File: config.mk
export PLATFORM = sky130hd
export DESIGN_NAME = mmu_arbiter
export DESIGN_NICKNAME = d
export VERILOG_FILES = /design/src/rtl/mmu_arbiter_pkg.sv /design/src/rtl/mmu_arbiter_slot.sv /design/src/rtl/mmu_arbiter.sv
export SDC_FILE = /design/constraint.sdc
export NUM_CORES = 1
export LEC_CHECK = 0
export ABC_AREA = 1
export BUFFER_PORTS_ARGS = -buffer_cell sky130_fd_sc_hd__buf_2
export CAP_MARGIN = 30
export CORE_MARGIN = 2
export CORE_UTILIZATION = 54
export DETAILED_ROUTE_END_ITERATION = 16
export PLACE_DENSITY = 0.93
export SETUP_SLACK_MARGIN = 0.1
export SLEW_MARGIN = 10
export SYNTH_ARGS = -nofsm -noshare
export SYNTH_HDL_FRONTEND = slang
export SYNTH_SLANG_ARGS = --single-unit
File: constraint.sdc
create_clock -name CLK -period 14.2 [get_ports CLK]
set_input_delay 2.84 -clock CLK [delete_from_list [all_inputs] [get_ports CLK]]
set_output_delay 2.84 -clock CLK [all_outputs]
set_load 0.01 [all_outputs]
File: src/rtl/mmu_arbiter_pkg.sv
// Shared types and constants for the core-to-backend memory arbiter.
package mmu_arbiter_pkg;

  typedef enum logic [2:0] {
    IDLE    = 3'd0,
    SERVE_W = 3'd1,
    SERVE_D = 3'd2,
    SERVE_I = 3'd3,
    DONE    = 3'd4
  } arb_state_t;

  localparam int NUM_SRC = 3;
  localparam int SRC_W   = 0;
  localparam int SRC_D   = 1;
  localparam int SRC_I   = 2;

  typedef struct packed {
    logic        we;
    logic [31:0] addr;
    logic [31:0] wdata;
  } mem_txn_t;

endpackage

File: src/rtl/mmu_arbiter_slot.sv
// One pending-request register: loaded when the core is sampled, emptied when the backend acknowledges it.
module mmu_arbiter_slot (
  input  logic        clk,
  input  logic        rst,
  input  logic        load,
  input  logic        clear,
  input  logic [31:0] load_addr,
  input  logic [31:0] load_wdata,
  output logic        valid,
  output logic [31:0] addr,
  output logic [31:0] wdata
);

  // Load takes the request and its operands; clear only drops the valid flag so the address stays readable
  always_ff @(posedge clk or posedge rst) begin
    if (rst) begin
      valid <= 1'b0;
      addr  <= '0;
      wdata <= '0;
    end else if (load) begin
      valid <= 1'b1;
      addr  <= load_addr;
      wdata <= load_wdata;
    end else if (clear) begin
      valid <= 1'b0;
    end
  end

endmodule

File: src/rtl/mmu_arbiter.sv
// Serialises the core's write, data-read and instruction-read ports onto one backend request/ack port.
module mmu_arbiter
  import mmu_arbiter_pkg::*;
#(
  parameter int BACKEND_ADDR_WIDTH = 32
) (
  input  logic                          CLK,
  input  logic                          RST,
  input  logic                          INST_RDEN,
  input  logic [31:0]                   INST_RIADDR,
  output logic [31:0]                   INST_ROADDR,
  output logic                          INST_RVALID,
  output logic [31:0]                   INST_RDATA,
  input  logic                          DATA_RDEN,
  input  logic [31:0]                   DATA_RIADDR,
  output logic [31:0]                   DATA_ROADDR,
  output logic                          DATA_RVALID,
  output logic [31:0]                   DATA_RDATA,
  input  logic                          DATA_WREN,
  input  logic [31:0]                   DATA_WADDR,
  input  logic [31:0]                   DATA_WDATA,
  output logic                          MEM_WAIT,
  output logic                          MEM_REQ,
  output logic                          MEM_WE,
  output logic [BACKEND_ADDR_WIDTH-1:0] MEM_ADDR,
  output logic [31:0]                   MEM_WDATA,
  input  logic                          MEM_ACK,
  input  logic [31:0]                   MEM_RDATA
);

  arb_state_t         state;
  arb_state_t         next_state;
  logic               sampling;
  logic               ack;
  logic               next_busy;
  logic               svc_d;
  logic               svc_i;
  logic [NUM_SRC-1:0] slot_load;
  logic [NUM_SRC-1:0] slot_clear;
  logic [NUM_SRC-1:0] slot_valid;
  logic [NUM_SRC-1:0] pend_next;
  logic [31:0]        slot_addr  [NUM_SRC];
  logic [31:0]        slot_wdata [NUM_SRC];
  mem_txn_t           cand       [NUM_SRC];
  mem_txn_t           next_txn;

  assign sampling = (state == IDLE) || (state == DONE);
  assign ack      = MEM_REQ && MEM_ACK;

  assign slot_load[SRC_W]  = sampling && DATA_WREN;
  assign slot_load[SRC_D]  = sampling && DATA_RDEN;
  assign slot_load[SRC_I]  = sampling && INST_RDEN;
  assign slot_clear[SRC_W] = ack && (state == SERVE_W);
  assign slot_clear[SRC_D] = ack && (state == SERVE_D);
  assign slot_clear[SRC_I] = ack && (state == SERVE_I);

  mmu_arbiter_slot u_slot_w (
    .clk(CLK), .rst(RST), .load(slot_load[SRC_W]), .clear(slot_clear[SRC_W]),
    .load_addr(DATA_WADDR), .load_wdata(DATA_WDATA),
    .valid(slot_valid[SRC_W]), .addr(slot_addr[SRC_W]), .wdata(slot_wdata[SRC_W])
  );

  mmu_arbiter_slot u_slot_d (
    .clk(CLK), .rst(RST), .load(slot_load[SRC_D]), .clear(slot_clear[SRC_D]),
    .load_addr(DATA_RIADDR), .load_wdata(32'h0),
    .valid(slot_valid[SRC_D]), .addr(slot_addr[SRC_D]), .wdata(slot_wdata[SRC_D])
  );

  mmu_arbiter_slot u_slot_i (
    .clk(CLK), .rst(RST), .load(slot_load[SRC_I]), .clear(slot_clear[SRC_I]),
    .load_addr(INST_RIADDR), .load_wdata(32'h0),
    .valid(slot_valid[SRC_I]), .addr(slot_addr[SRC_I]), .wdata(slot_wdata[SRC_I])
  );

  // Work still owed after this edge: fresh core requests when sampling, otherwise the slots minus the one being acked
  always_comb begin
    pend_next          = slot_valid & ~slot_clear;
    cand[SRC_W].we     = 1'b1;
    cand[SRC_W].addr   = slot_addr[SRC_W];
    cand[SRC_W].wdata  = slot_wdata[SRC_W];
    cand[SRC_D].we     = 1'b0;
    cand[SRC_D].addr   = slot_addr[SRC_D];
    cand[SRC_D].wdata  = slot_wdata[SRC_D];
    cand[SRC_I].we     = 1'b0;
    cand[SRC_I].addr   = slot_addr[SRC_I];
    cand[SRC_I].wdata  = slot_wdata[SRC_I];
    if (sampling) begin
      pend_next[SRC_W]  = DATA_WREN;
      pend_next[SRC_D]  = DATA_RDEN;
      pend_next[SRC_I]  = INST_RDEN;
      cand[SRC_W].addr  = DATA_WADDR;
      cand[SRC_W].wdata = DATA_WDATA;
      cand[SRC_D].addr  = DATA_RIADDR;
      cand[SRC_D].wdata = 32'h0;
      cand[SRC_I].addr  = INST_RIADDR;
      cand[SRC_I].wdata = 32'h0;
    end
  end

  // Fixed priority pick: the write goes first so a same-sample read of that address sees the new data
  always_comb begin
    next_busy  = 1'b1;
    next_state = SERVE_W;
    next_txn   = cand[SRC_W];
    if (pend_next[SRC_W]) begin
      next_state = SERVE_W;
      next_txn   = cand[SRC_W];
    end else if (pend_next[SRC_D]) begin
      next_state = SERVE_D;
      next_txn   = cand[SRC_D];
    end else if (pend_next[SRC_I]) begin
      next_state = SERVE_I;
      next_txn   = cand[SRC_I];
    end else begin
      next_busy  = 1'b0;
      next_state = sampling ? IDLE : DONE;
    end
  end

  // FSM plus every registered output; it only moves on a sample edge or a backend acknowledge
  always_ff @(posedge CLK or posedge RST) begin
    if (RST) begin
      state       <= IDLE;
      MEM_WAIT    <= 1'b0;
      MEM_REQ     <= 1'b0;
      MEM_WE      <= 1'b0;
      MEM_ADDR    <= '0;
      MEM_WDATA   <= '0;
      svc_d       <= 1'b0;
      svc_i       <= 1'b0;
      DATA_RVALID <= 1'b0;
      INST_RVALID <= 1'b0;
      DATA_RDATA  <= '0;
      DATA_ROADDR <= '0;
      INST_RDATA  <= '0;
      INST_ROADDR <= '0;
    end else begin
      if (sampling || ack) begin
        state    <= next_state;
        MEM_WAIT <= next_busy;
        MEM_REQ  <= next_busy;
        if (next_busy) begin
          MEM_WE    <= next_txn.we;
          MEM_ADDR  <= next_txn.addr[BACKEND_ADDR_WIDTH-1:0];
          MEM_WDATA <= next_txn.wdata;
        end
      end
      if (sampling) begin
        svc_d <= 1'b0;
        svc_i <= 1'b0;
      end
      if (slot_clear[SRC_D]) begin
        svc_d       <= 1'b1;
        DATA_RDATA  <= MEM_RDATA;
        DATA_ROADDR <= slot_addr[SRC_D];
      end
      if (slot_clear[SRC_I]) begin
        svc_i       <= 1'b1;
        INST_RDATA  <= MEM_RDATA;
        INST_ROADDR <= slot_addr[SRC_I];
      end
      DATA_RVALID <= ack && !next_busy && (svc_d || slot_clear[SRC_D]);
      INST_RVALID <= ack && !next_busy && (svc_i || slot_clear[SRC_I]);
    end
  end

endmodule

==> results by group, run 1 <==
Floorplan
  • # IOs: 363
  • Die Wd: 168.5 um
  • Starting Density: 0.5455
  • Die Area: 0.02841 mm2
  • Vert. Die Dim: 168.5 um
  • Row count: 60
  • Core footprint: 0.02680 mm2

Clocking
  • Clock transition at path regs: 0.06 ns
  • CTS tree: built
  • Post-CTS Repair Setup Buffers: 0
  • H-tree depth: 2
  • Num CTS Buffers: 36
  • Hold_buf cts: 0
  • Largest buffer count on any clock path: 3
  • Resized cells post-CTS: 0
  • Clk root buf: clkbuf_16
  • Clk Latency, worst-skew pair: 0.52 ns
  • Clk sinks: 332

Pwr
  • Tot Pwr: 4.523 mW
  • Clk pwr share: 0.210
  • Leakage: 9.407 nW
  • PD cells: 253.0 mW/mm2
  • Switching part of the total: 0.4134
  • Combinational power share: 0.430
  • Cell Int Power: 2.653 mW
  • Reg power frac: 0.359
  • Maximum vdd drop: 0.0001785 V
  • Total net switching power: 1.870 mW

Worst hold path
  • Hold Crit Start: DATA_RDATA[0]$_DFFE_PP0P_
  • Worst hold endpoint: DATA_RDATA[0]$_DFFE_PP0P_
  • Hold Path Depth: 2
  • HP Class: register to register

Critical path
  • R2R cell count: 11
  • Crit. End Element: register
  • Crit Path Max Fanout: 86
  • Worst r2r src: state[0]$_DFFE_PP0P_
  • CP startpoint kind: input pin
  • Reg2reg end: MEM_WE$_DFFE_PP0P_
  • CP arrival: 5.84 ns
  • Critical Path RT: 14.61 ns
  • WS Path Type: input pin to register
  • R2r setup slk: 9.88 ns

Synthesis
  • Top-count cell post-synth: nand2_1
  • Syn Inst Count: 1659
  • Asr flop ratio synth: 1.000
  • Top-area cell type share of the netlist area: 0.5682
  • Yosys warnings: 0
  • Commonest cells in the netlist: nand2_1, dfrtp_1, o21ai_0, inv_1, nor2_1
  • Synth Register Bits: 332
  • Post-synthesis net count: 1825
  • Synth area leader: dfrtp_1
  • Ys flop type: dfrtp_1
  • Synth area leaders: dfrtp_1, nand2_1, o21ai_0, mux2_2, inv_1
  • Avg Inst Size Synth: 8.813 um2
  • Post-Syn Area: 0.01462 mm2
  • Sequential-to-total area share from yosys stat: 0.5682
  • Post-synth EDFFs: 0
  • Synth cell types: 25

Finish
  • Area grow syn2layout: 22.25%
  • Layout cell share with drive strength beyond 1: 0.2658
  • Util after Layout: 0.6669
  • Non-filler cells, final: 2343
  • Multi-input logic area: 0.005205 mm2
  • Nets: 2137
  • Reg area: 0.008308 mm2
  • Final instance area: 0.01787 mm2
  • FILL cells: 2016

Global routing
  • First-pass GRT wire length: 64140 um
  • GR Util All Layers: 0.2825
  • Vias in the first global route: 12260
  • Initial antenna violation count: 6
  • Gr ovfl total: 0
  • Largest net degree at the start of global routing: 142

Run status
  • Outcome: finished, final reports clean

STA
  • Setup Total Neg Slack: 0 ns
  • Pins Over Slew Limit: 0
  • Slew HR: 0.3946
  • Fin worst setup slack: 8.773 ns
  • Clock Skew: 0.02297 ns
  • Final setup violating endpoints: 0
  • Worst-Margin Slew: 0.9048 ns
  • RSZ-0062 raised after global routing: false
  • Period minus WS final: 5.427 ns
  • Final number of hold-violating endpoints: 0
  • Fin Hold WS: 0.4787 ns
  • Period utilization: 0.3822
  • Fmax achieved: 184.3 MHz

Routing
  • Via count: 12560
  • DRT iter0 DRCs: 1148
  • Drt drc: 0
  • DRT antenna net count: 0
  • DR pass1 iterations: 6
  • Routed WL: 40720 um
  • Vias per cell: 5.359
  • DR WL/cell: 17.38 um

Run
  • Max-cap viol count: 0

Placed design
  • Post-Place Worst Slack: 8.259 ns
  • Number of cells after detailed placement: 2271
  • # port buffers: 362
  • Routability-driven placement congestion ratio: 0.9305
  • Detail Placement HPWL: 28230 um
  • Cell Area, Placed: 0.01659 mm2
[logic make-up after synthesis]
group           share of synthesized area
compound gates                     0.1262
mux                               0.06530
flops                              0.5683
buf+inv                           0.07779
simple gates                       0.1624
[worst max-delay path: stages]
cell and delay [ns]:
buf_2 0.10, nand2_4 0.20, buf_16 0.31, nand2_1 0.12, nand2_1 0.31, inv_2 0.78
nand2_1 0.56, buf_16 0.33, o21ai_1 0.25
[cells in the final DEF, fill, tap and decap left out, types with 4 or more instances in the layout]
cell,Yosys,final
o21ai_1,15,15
clkbuf_8,0,6
diode_2,0,4
buf_16,0,4
a21oi_1,29,29
nor2_1,78,78
nand2_1,443,439
nand3_1,69,69
dfrtp_1,332,332
buf_4,6,9
mux2_2,75,75
clkinv_2,0,8
nand2_4,3,6
clkbuf_1,58,6
o21ai_0,317,317
clkbuf_16,0,37
buf_2,33,362
inv_1,170,169
mux2i_1,11,11
[how the worst max path moves through the flow]
| stage | start | to | slack [ns] | depth (start not counted) |
|---|---|---|---|---|
| finish | DATA_WREN | MEM_WDATA[1]$_DFFE_PP0P_ | 8.77 | 9 |
| global route | DATA_WREN | MEM_WDATA[1]$_DFFE_PP0P_ | 8.55 | 9 |
| CTS | RST | DATA_RDATA[24]$_DFFE_PP0P_ | 8.79 | 6 |
| detailed placement | RST | INST_RDATA[21]$_DFFE_PP0P_ | 8.26 | 6 |
| global placement | DATA_WREN | MEM_WE$_DFFE_PP0P_ | 7.84 | 8 |
| floorplan | RST | DATA_RDATA[0]$_DFFE_PP0P_ | 2.16 | 1 |
[layout make-up]
cell class                 count  area share
multi-input combinational   1049      0.2912
sequential                   332      0.4648
clock inverter                16    0.009590
timing repair buffer         379      0.1155
inverter                     173     0.03675
tap                          341     0.02387
clock buffer                  49     0.05768
antenna                        4   0.0005600
[power groups by stage]
stage,Sequential (mW),Clock [mW],Combinational [mW]
floorplan,1.70,0,1.18
global placement,1.60,0,1.82
detailed placement,1.63,0,1.92
CTS,1.62,0.963,1.94
global route,1.67,1.00,2.18
finish,1.63,0.951,1.95
[sequential cells by signal, summed over array words and instances (netlist names), 3 cells and up]
signal          cells
DATA_RDATA         32
DATA_ROADDR        32
INST_RDATA         32
INST_ROADDR        32
MEM_ADDR           32
MEM_WDATA          32
u_slot_d.addr      32
u_slot_i.addr      32
u_slot_w.addr      32
u_slot_w.wdata     32
state               3
[routing by layer]
metal,vias to the layer above,global-route usage,part of all wire
met1,5988,0.3696,0.41
met2,539,0.4589,0.47
met3,105,0.07716,0.085
met4,4,0.09595,0.034
li1,5919,-,-
met5,-,0,0.00059
(Power assumes the default switching activity.)
==> run 2, diff against run 1 <==
Clock period 14.2 ns to 5.7 ns, I/O delays scaled along.
==> run 2 against run 1 <==
Sequential power grew 150%; setup slack lost 7.1 ns; non-clock buffer count shrank 4; largest cell class unchanged; largest power group unchanged.
==> results by group, run 2 (synthesis results as in run 1) <==
Run status
  • Outcome: finished, final reports clean

Pwr
  • PD cells: 631.6 mW/mm2
  • Leakage: 9.360 nW
  • Maximum vdd drop: 0.0004206 V

Critical path
  • WP buf/inv: 3
  • Levels on crit path: 9
  • Crit path largest cell delay: 0.78 ns
  • Crit Path Max Fanout: 190
  • R2R cell count: 9
  • Crit. End Element: register
  • CP startpoint kind: register
  • Critical Path, Cell by Cell: nor2_4, buf_12, nand2_4, nand2_1, nand2_1, inv_2, nand2_1, buf_8, o21ai_0
  • Reg2reg end: MEM_WDATA[17]$_DFFE_PP0P_
  • R2r setup slk: 1.64 ns
  • Critical Path Most Common Cell: nand2_1
  • CP arrival: 4.48 ns
  • Critical path's slowest cell: inv_2
  • Worst r2r src: state[0]$_DFFE_PP0P_
  • Worst path top cell family by delay: buffers and inverters
  • WS Path Type: register to register
  • Critical Path RT: 6.11 ns

STA
  • Worst-Margin Slew: 0.9452 ns
  • Slew HR: 0.3677
  • Period utilization: 0.7127
  • Pins Over Slew Limit: 0
  • Clock Skew: 0.007710 ns
  • Setup Total Neg Slack: 0 ns
  • Period minus WS final: 4.062 ns
  • RSZ-0062 raised after global routing: false
  • Fmax achieved: 246.2 MHz
  • Final setup violating endpoints: 0
  • Final number of hold-violating endpoints: 0
  • Fin worst setup slack: 1.638 ns

Clocking
  • Clk sinks: 332
  • Resized cells post-CTS: 0
  • Post-CTS Repair Setup Buffers: 0
  • H-tree depth: 2
  • Clock transition at path regs: 0.06 ns
  • Clk root buf: clkbuf_16
  • CTS tree: built
  • Clk Latency, worst-skew pair: 0.51 ns
  • Largest buffer count on any clock path: 3
  • Hold_buf cts: 0
  • Num CTS Buffers: 36

Routing
  • DRT antenna net count: 0
  • Via count: 12490
  • Vias per cell: 5.343
  • DR WL/cell: 17.13 um
  • Drt drc: 0
  • Routed WL: 40060 um
  • DRT iter0 DRCs: 1159
  • DR pass1 iterations: 5

Finish
  • Commonest non-fill, non-tap cell in the layout: nand2_1
  • Reg area: 0.008308 mm2
  • Commonest cells after routing, fill and taps aside: nand2_1, buf_2, dfrtp_1
  • Layout cell share with drive strength beyond 1: 0.2631
  • Multi-input logic area: 0.005205 mm2
  • Nets: 2133
  • FILL cells: 2034
  • Area grow syn2layout: 21.84%

Worst hold path
  • Hold Path Depth: 2
  • Hold Crit Start: DATA_ROADDR[30]$_DFFE_PP0P_
  • Worst hold endpoint: DATA_ROADDR[30]$_DFFE_PP0P_
  • HP Class: register to register

Floorplan
  • Row count: 60
  • Die Area: 0.02841 mm2
  • Core footprint: 0.02680 mm2
  • Starting Density: 0.5455
  • Die Wd: 168.5 um
  • Vert. Die Dim: 168.5 um
  • # IOs: 363

Global routing
  • GR Util All Layers: 0.2792
  • First-pass GRT wire length: 63240 um
  • Largest net degree at the start of global routing: 191
  • Initial antenna violation count: 7
  • Vias in the first global route: 12190
  • Gr ovfl total: 0

Placed design
  • Detail Placement HPWL: 27980 um
  • # port buffers: 362
  • Post-Place Worst Slack: 1.738 ns
  • Routability-driven placement congestion ratio: 0.9083

Run
  • Max-cap viol count: 0
run 2: layout make-up:
type	instances	area share
tap	341	0.02395
sequential	332	0.4664
antenna	5	0.0007024
multi-input combinational	1049	0.2922
clock inverter	10	0.007726
clock buffer	53	0.06041
inverter	173	0.03667
timing repair buffer	375	0.1120
run 2: worst max path at each step:
stage / from / to / slack (ns)
2_1_floorplan: RST / DATA_RDATA[0]$_DFFE_PP0P_ / 0.13
3_3_place_gp: state[0]$_DFFE_PP0P_ / MEM_WE$_DFFE_PP0P_ / 1.46
3_5_place_dp: state[0]$_DFFE_PP0P_ / MEM_WDATA[17]$_DFFE_PP0P_ / 1.74
4_1_cts: state[0]$_DFFE_PP0P_ / MEM_WDATA[17]$_DFFE_PP0P_ / 1.69
5_1_grt: state[0]$_DFFE_PP0P_ / MEM_WDATA[17]$_DFFE_PP0P_ / 1.30
6_report: state[0]$_DFFE_PP0P_ / MEM_WDATA[17]$_DFFE_PP0P_ / 1.64
run 2: metrics by stage:
step / total power, mW / cells / instance area, um2 / hold slack [ns] / utilization
global route: 12.08 / 2336 / 17810 / 0.5006 / 0.6645
floorplan: 7.174 / 1659 / 14620 / 0.4479 / -
finish: 11.25 / 2338 / 17810 / 0.4823 / 0.6647
global placement: 8.498 / 2266 / 16500 / 0.4598 / 0.6155
CTS: 11.27 / 2332 / 17780 / 0.4825 / 0.6634
detailed placement: 8.831 / 2269 / 16570 / 0.4678 / 0.6182
run 2: tightest hold or removal path: stages, from the launching register on:
cell and delay [ns]:
dfrtp_1 0.34, nand2_1 0.05, o21ai_0 0.06
run 2: power by group:
group / switching (mW) / internal [mW]
logic: 3.07 / 1.75
clock network: 0.930 / 1.45
registers: 0.606 / 3.45
total: 4.60 / 6.65
run 2: metal layers:
| metal | up-vias | global-route usage | routed length (um) |
|---|---|---|---|
| met5 | - | 0 | 43 |
| met4 | 6 | 0.1102 | 1511 |
| met3 | 101 | 0.06757 | 3164 |
| met2 | 527 | 0.4561 | 18730 |
| met1 | 5933 | 0.3627 | 16610 |
| li1 | 5926 | - | - |
